File: config.mk
export PLATFORM = sky130hd
export DESIGN_NAME = clz_seq_unit
export DESIGN_NICKNAME = d
export VERILOG_FILES = /design/src/rtl/clz_seq_pkg.sv /design/src/rtl/clz_seq_unit_chunk_lzc.sv /design/src/rtl/clz_seq_unit.sv
export SDC_FILE = /design/constraint.sdc
export NUM_CORES = 1
export LEC_CHECK = 0
export BUFFER_PORTS_ARGS = -buffer_cell sky130_fd_sc_hd__buf_4
export CAP_MARGIN = 20
export CORE_MARGIN = 5
export CORE_UTILIZATION = 40
export DETAILED_ROUTE_END_ITERATION = 8
export GPL_TIMING_DRIVEN = 1
export PLACE_DENSITY_LB_ADDON = 0.12
export RECOVER_POWER = 100
export SYNTH_ARGS = -nofsm -noshare
export SYNTH_HDL_FRONTEND = slang
export SYNTH_SLANG_ARGS = --single-unit
File: constraint.sdc
create_clock -name clk -period 2.55 [get_ports clk]
set_input_delay 0.255 -clock clk [delete_from_list [all_inputs] [get_ports clk]]
set_output_delay 0.255 -clock clk [all_outputs]
set_load 0.01 [all_outputs]
File: src/rtl/clz_seq_pkg.sv
`default_nettype none
// ============================================================================
// Module      : clz_seq_pkg
// Description : Shared mode codes, FSM state encoding and width helper for
//               the sequential leading/trailing zero/one counter.
// Revision    : 1.0 - initial release
// ============================================================================
package clz_seq_pkg;

    localparam logic [1:0] MODE_CLZ = 2'b00;
    localparam logic [1:0] MODE_CLO = 2'b01;
    localparam logic [1:0] MODE_CTZ = 2'b10;
    localparam logic [1:0] MODE_CTO = 2'b11;

    typedef enum logic [1:0] {
        ST_IDLE = 2'b00,
        ST_SCAN = 2'b01,
        ST_DONE = 2'b10
    } state_t;

    // Bits needed to hold a count in the range 0..width inclusive.
    function automatic int cnt_w(input int width);
        return $clog2(width + 1);
    endfunction

endpackage
`default_nettype wire

File: src/rtl/clz_seq_unit_chunk_lzc.sv
`default_nettype none
// ============================================================================
// Module      : chunk_lzc
// Description : Combinational leading-zero count of one CHUNK-bit slice,
//               priority encoded from the MSB; reports CHUNK when all zero.
// Revision    : 1.0 - initial release
// ============================================================================
module chunk_lzc
    import clz_seq_pkg::*;
#(
    parameter int CHUNK = 8
) (
    input  logic [CHUNK-1:0]           bits,
    output logic [cnt_w(CHUNK)-1:0]    lz,
    output logic                       all_zero
);

    localparam int LZW = cnt_w(CHUNK);

    // Walk upward so the highest set bit is the last (winning) assignment.
    always_comb begin
        lz = LZW'(CHUNK);
        for (int i = 0; i < CHUNK; i++) begin
            if (bits[i]) begin
                lz = LZW'(CHUNK - 1 - i);
            end
        end
    end

    assign all_zero = ~|bits;

endmodule
`default_nettype wire

File: src/rtl/clz_seq_unit.sv
`default_nettype none
// ============================================================================
// Module      : clz_seq_unit
// Description : Multi-cycle CLZ/CLO/CTZ/CTO counter scanning CHUNK bits per
//               clock with early termination and a start/ready/done handshake.
// Revision    : 1.0 - initial release
// ============================================================================
module clz_seq_unit
    import clz_seq_pkg::*;
#(
    parameter int WIDTH = 32,
    parameter int CHUNK = 8
) (
    input  logic             clk,
    input  logic             rst_n,
    input  logic             start,
    input  logic [1:0]       mode,
    input  logic [WIDTH-1:0] data_in,
    output logic             ready,
    output logic             busy,
    output logic             done,
    output logic [WIDTH-1:0] result
);

    localparam int NCHUNK = WIDTH / CHUNK;
    localparam int CW     = cnt_w(WIDTH);
    localparam int LZW    = cnt_w(CHUNK);
    localparam int IW     = (NCHUNK > 1) ? $clog2(NCHUNK) : 1;
    localparam logic [IW-1:0] c_idx_last = IW'(NCHUNK - 1);

    state_t           r_state;
    logic [WIDTH-1:0] r_sh;
    logic [CW-1:0]    r_count;
    logic [IW-1:0]    r_idx;
    logic [WIDTH-1:0] r_result;
    logic             r_ready;
    logic             r_busy;
    logic             r_done;

    logic [WIDTH-1:0] w_inv;
    logic [WIDTH-1:0] w_capt;
    logic [LZW-1:0]   w_lz;
    logic             w_all_zero;

    // Every mode is reduced to "count leading zeros" at capture time.
    assign w_inv = mode[0] ? ~data_in : data_in;

    generate
        for (genvar gi = 0; gi < WIDTH; gi++) begin : g_rev
            assign w_capt[gi] = mode[1] ? w_inv[WIDTH-1-gi] : w_inv[gi];
        end
    endgenerate

    chunk_lzc #(
        .CHUNK (CHUNK)
    ) u_chunk_lzc (
        .bits     (r_sh[WIDTH-1 -: CHUNK]),
        .lz       (w_lz),
        .all_zero (w_all_zero)
    );

    always_ff @(posedge clk) begin
        if (!rst_n) begin
            r_state  <= ST_IDLE;
            r_sh     <= '0;
            r_count  <= '0;
            r_idx    <= '0;
            r_result <= '0;
            r_ready  <= 1'b1;
            r_busy   <= 1'b0;
            r_done   <= 1'b0;
        end else begin
            case (r_state)
                ST_IDLE, ST_DONE: begin
                    r_done <= 1'b0;
                    if (start) begin
                        r_sh    <= w_capt;
                        r_count <= '0;
                        r_idx   <= '0;
                        r_state <= ST_SCAN;
                        r_ready <= 1'b0;
                        r_busy  <= 1'b1;
                    end else begin
                        r_state <= ST_IDLE;
                        r_ready <= 1'b1;
                        r_busy  <= 1'b0;
                    end
                end
                ST_SCAN: begin
                    if (w_all_zero && (r_idx != c_idx_last)) begin
                        r_count <= r_count + CW'(CHUNK);
                        r_sh    <= r_sh << CHUNK;
                        r_idx   <= r_idx + IW'(1);
                    end else begin
                        // An all-zero last chunk reports lz=CHUNK, giving WIDTH.
                        r_result <= WIDTH'(r_count + CW'(w_lz));
                        r_state  <= ST_DONE;
                        r_ready  <= 1'b1;
                        r_busy   <= 1'b0;
                        r_done   <= 1'b1;
                    end
                end
                default: begin
                    r_state <= ST_IDLE;
                    r_ready <= 1'b1;
                    r_busy  <= 1'b0;
                    r_done  <= 1'b0;
                end
            endcase
        end
    end

    assign ready  = r_ready;
    assign busy   = r_busy;
    assign done   = r_done;
    assign result = r_result;

endmodule
`default_nettype wire

Yosys cells after proc, flatten, opt, wreduce, memory -nomap -nowiden
Index checks and enable logic that the tools add are counted.

storage, ports and cells
  register bits = 77
  input port bits = 37
  output and inout bits = 35
  logic and storage cells = 87

operators by class
  add/sub/neg operators = 3
  eq/ne operators = 6
  muxes and demuxes = 59
  bitwise logic cells = 2
  reduce and logical (&&, ||, !) cells = 9

operator list
  operator                                                         count
  32-bit two-way mux                                               3
  32-bit case mux with 2 select lines                              1
  1-bit two-way mux                                                37
  4-bit two-way mux                                                8
  32-bit NOT                                                       1
  6-bit two-way mux                                                2
  6-bit case mux with 2 select lines                               1
  2-bit inequality test, second input constant                     4
  2-bit case mux with 2 select lines                               2
  8-bit OR reduction                                               1
  6-bit by 4-bit adder with 7-bit output                           1
  6-bit by 4-bit adder with 6-bit output, second input constant    1
  2-bit two-way mux                                                3
  1-bit case mux with 2 select lines                               2
  2-bit AND reduction                                              2
  3-bit AND reduction                                              1
  2-bit by 1-bit adder with 2-bit output, second input constant    1
  2-bit by 1-bit == test with 1-bit output, second input constant  1
  2-bit == test, second input constant                             1
  2-bit logical NOT                                                1
  2-bit nonzero test                                               1
  2-bit OR reduction                                               1
  1-bit logical AND                                                1
  1-bit logical NOT                                                1
  1-bit NOT                                                        1

Longest topological paths before layout
  word-level depth = 9
  depth in mapped cells = 7
  mapped depth without buffers = 6

Modules after synthesis
From an unflattened synthesis, not the netlist that was laid out.

second synthesis, totals
  cells, all modules = 351
  area total of the unflattened synthesis = 3215.6 sq um

by module, submodules not included
  module        instances  cells each  area an instance (sq um)  sequential area each (sq um)
  clz_seq_unit  1          336         3115.5                    960.9
  chunk_lzc     1          15          100.1                     0.0

Worst setup path before layout
OpenSTA, ideal clock, no wires.

  path type = register to register
  start = register r_sh[28]
  end = register r_sh[0]
  setup time = 0.117 ns
  arrival = 1.781 ns
  data required time = 2.433 ns
  path slack = 0.652 ns
  stages on the path, launching flop included = 7
  path buffers = 2
  clock period less this slack = 1.898 ns
  cells stage by stage = dfxtp_1 or4_1 buf_6 nor4b_4 nor2_2 buf_6 a22o_1

between the ends
  longest elaborated chain between the ends = 5

ends and longest elaborated chain
  what                             RTL line                      source
  start: declaration               clz_seq_unit.sv:32            logic [WIDTH-1:0] r_sh;
  start signal: assignment         clz_seq_unit.sv:77            r_sh <= w_capt;
  start signal: assignment         clz_seq_unit.sv:92            r_sh <= r_sh << CHUNK;
  8-bit OR reduction               clz_seq_unit_chunk_lzc.sv:30  assign all_zero = ~|bits;
  1-bit logical NOT                clz_seq_unit_chunk_lzc.sv:30
  1-bit logical AND                clz_seq_unit.sv:90            if (w_all_zero && (r_idx != c_idx_last)) begin
  2-bit inequality test (no line)  n/a
  3-bit AND reduction (no line)    n/a

Every way passes these cells.
A chain may end at the register's enable or synchronous reset.

Final worst setup path
  start = register r_sh[28]
  end = register r_count[3]

between the ends
  longest elaborated chain between the ends = 5

ends and longest elaborated chain
  what                             RTL line                      source
  8-bit OR reduction               clz_seq_unit_chunk_lzc.sv:30
  1-bit logical NOT                clz_seq_unit_chunk_lzc.sv:30
  1-bit logical AND                clz_seq_unit.sv:90
  2-bit inequality test (no line)  n/a
  3-bit AND reduction (no line)    n/a
  end signal: assignment           clz_seq_unit.sv:91            r_count <= r_count + CW'(CHUNK);
  end: declaration                 clz_seq_unit.sv:33            logic [CW-1:0] r_count;

Every way passes these cells.

==> reports/metrics.json <==
{
  "status": "complete, no violations",
  "critPathLaunchType": "flip-flop",
  "timing.final.ws_setup_ns": 0.3045,
  "final_layout_size_suffix_gt1_share_pct": 15.73,
  "fill_cell_count": 716,
  "number_of_standard_cell_rows_in_the_floorplan": 30,
  "gp_congestion": 0.7068,
  "max-clock-path-buffers": 2,
  "ir_worst_vdd_uv": 217.2,
  "antenna_found_initial": 0,
  "critical_path_required_ns": 2.76,
  "portBuffers": 46,
  "pwr-share-clk_pct": 28.0,
  "floorplan.io_pins": 72,
  "clkSlewWorstSetupHoldPaths_ns": 0.09,
  "detailedRoute.firstPassIterationCount": 4,
  "worst_r2r_startpoint": "r_sh[28]",
  "highest_count_cells_in_the_layout_ignoring_fill_and_taps": "sky130_fd_sc_hd__dfxtp_1 (48), sky130_fd_sc_hd__buf_4 (39), sky130_fd_sc_hd__a22o_1 (34), sky130_fd_sc_hd__mux2i_1 (32), sky130_fd_sc_hd__nand2_1 (31)",
  "post_drt_wl_per_cell_um": 13.08,
  "cts_hold_repair.buffers": 0,
  "grt_first_pass_wirelength_um": 9411,
  "detail_route.drc_violations": 0,
  "slew_violations": 0,
  "critical_path_arrival_ns": 2.45,
  "num_vias": 2078,
  "cts_tree": "yes",
  "syn_area_um2": 2831,
  "critPathKind": "reg -> reg",
  "grt_start_max_net_pins": 49,
  "final.setup_skew_ns": 0.009854,
  "postLayoutCoreUtil_pct": 45.86,
  "dpl.hpwl_um": 4271,
  "ys_seq_elements": 48,
  "max_freq_ghz": 0.4453,
  "floorplan.die.width_um": 94.14,
  "worstSetupEndpointType": "flip-flop",
  "ctsHtreeMaxLevel": 2,
  "clock_sinks": 48,
  "first_iter_violations": 75,
  "design.die.area_um2": 8861,
  "fraction_of_power_spent_switching_nets_pct": 31.45,
  "pwr-share-comb_pct": 26.5,
  "yosys_warnings": 0,
  "areaGrowthSynthToFinish_pct": 10.65,
  "yosys.area.top_type_share_pct": 33.94,
  "timing.final.hold_violations": 0,
  "synth.area.top_cells": "sky130_fd_sc_hd__dfxtp_1 (34%), sky130_fd_sc_hd__mux2i_1 (11%), sky130_fd_sc_hd__a22o_1 (11%)",
  "finalSetupTns_ns": 0,
  "per_cell_via_count_in_the_routed_design": 4.799,
  "avgSynthCellArea_um2": 9.314,
  "post_cts.repair.setup_buffers": 0,
  "globalRouteOverflowTotal": 0,
  "post_synth_inst_count": 304,
  "root_buffer": "sky130_fd_sc_hd__clkbuf_8",
  "num-nets-final": 376,
  "final_common_cell": "sky130_fd_sc_hd__dfxtp_1",
  "number_of_nets_with_antenna_violations_after_routing": 0,
  "seq_power_share_pct": 45.4,
  "netlist.top_cell.by_area": "sky130_fd_sc_hd__dfxtp_1",
  "post_cts.resized_instances": 0,
  "rsz0062_at_grt": "no",
  "power.static_leakage_uw": 0.001350,
  "first_global_vias": 1971,
  "grt_util_all_layers_pct": 13.33,
  "place_ws_ns": 0.3381,
  "seq_area_frac_synth_pct": 33.94,
  "switching_power_uw": 624.6,
  "powerDensity_nw_per_um2": 633.8,
  "holdCritStartpoint": "rst_n",
  "drt_wl_total_um": 5665,
  "min_period_ns": 2.246,
  "placeableCoreArea_um2": 6832,
  "synth_cell_types": 37,
  "tritoncts.num_buffers": 5,
  "num_antenna_cells": 0,
  "timing.hold.worst.class": "in -> reg",
  "crit_path_start": "r_sh[28]",
  "report.power.total_uw": 1986,
  "initial_utilization_pct": 41.45,
  "die_h_um": 94.14,
  "internal_power_uw": 1361,
  "clkLatencyLatePin_ns": 0.31,
  "drv_cap": 0,
  "setup_violations": 0,
  "critical_path.max_fanout": 31,
  "final_min_period_over_clock_period_pct": 88.06
}
state kept, by name, summed over array words and instances (netlist names):
register,count
r_count,3
busy,1
r_state,1
done,1
r_sh,32
result,7
r_idx,2
ready,1
metal layers:
layer | GRT usage, % | up-vias | part of all wire, %
met5 | 0 | - | 0
met4 | 4.332 | 0 | 1.1
met3 | 2.724 | 8 | 5.4
met2 | 20.99 | 52 | 44
met1 | 18.11 | 941 | 49
li1 | - | 1077 | -
power by group through the flow:
stage                     clock (uW)  sequential [uW]  combinational [uW]
after floorplan                    0              914                 464
after global placement             0              919                 546
after detailed placement           0              919                 551
after CTS                        562              903                 551
after global routing             594              917                 598
final                            557              902                 527
cell families after synthesis:
family | after synthesis | share of synthesized area (%)
AO/OA/AOI/OAI | 73 | 18.34
XOR/XNOR | 34 | 10.52
adder cells (fa/ha/maj) | 3 | 1.326
buffers and inverters | 53 | 12.99
flip-flops | 48 | 33.94
multiplexers | 34 | 12.11
other | 1 | 0.1324
AND/OR/NAND/NOR | 58 | 10.65
metrics by stage:
step	hold slack, ns	cells	instance area [um^2]
4_1_cts	0.2423	433	3174
3_5_place_dp	0.4462	425	3063
6_report	0.2443	433	3133
2_1_floorplan	0.3937	328	2922
5_1_grt	0.2503	433	3133
3_3_place_gp	0.4401	425	3063
synthesized netlist by cell type, drive strengths merged:
library cell,count
o31ai,1
inv,5
nand3b,4
a22o,34
nor2,10
nor4b,1
or4,2
conb,1
nor2b,1
nand3,1
buf,38
dfxtp,48
clkbuf,10
a211oi,2
nor3,2
nand2,31
xnor2,9
o21ai,26
a2bb2oi,1
a21oi,5
nand2b,3
a31oi,1
a41o,1
mux2,2
o311ai,1
o31a,1
mux2i,32
ha,3
nand4,1
nor4,1
xor2,25
or2,1
worst max-delay path, cell delays in order (launching register included):
cell	delay (ns)
sky130_fd_sc_hd__dfxtp_1	0.34
sky130_fd_sc_hd__or4_1	0.70
sky130_fd_sc_hd__nor4b_4	0.37
sky130_fd_sc_hd__nor2_1	0.16
sky130_fd_sc_hd__buf_4	0.26
sky130_fd_sc_hd__mux2_2	0.29
path summary, 6_finish.rpt:
kind / endpoint / slack [ns] / cells past startpoint
max: r_count[3] / 0.30 / 5
min: result[3] / 0.24 / 3
max reg2reg: r_count[3] / 0.30 / 5
min reg2reg: ready / 0.45 / 2
cell type report:
class	count	area (um^2)	share of cell area (%)
multi-input combinational	227	1592	50.80
sequential	48	960.9	30.67
timing repair buffer	49	330.3	10.54
tap	96	120.1	3.834
clock buffer	5	68.82	2.196
clock inverter	3	42.54	1.358
inverter	5	18.77	0.5990
Note: power is estimated with default switching activity, not from simulation.
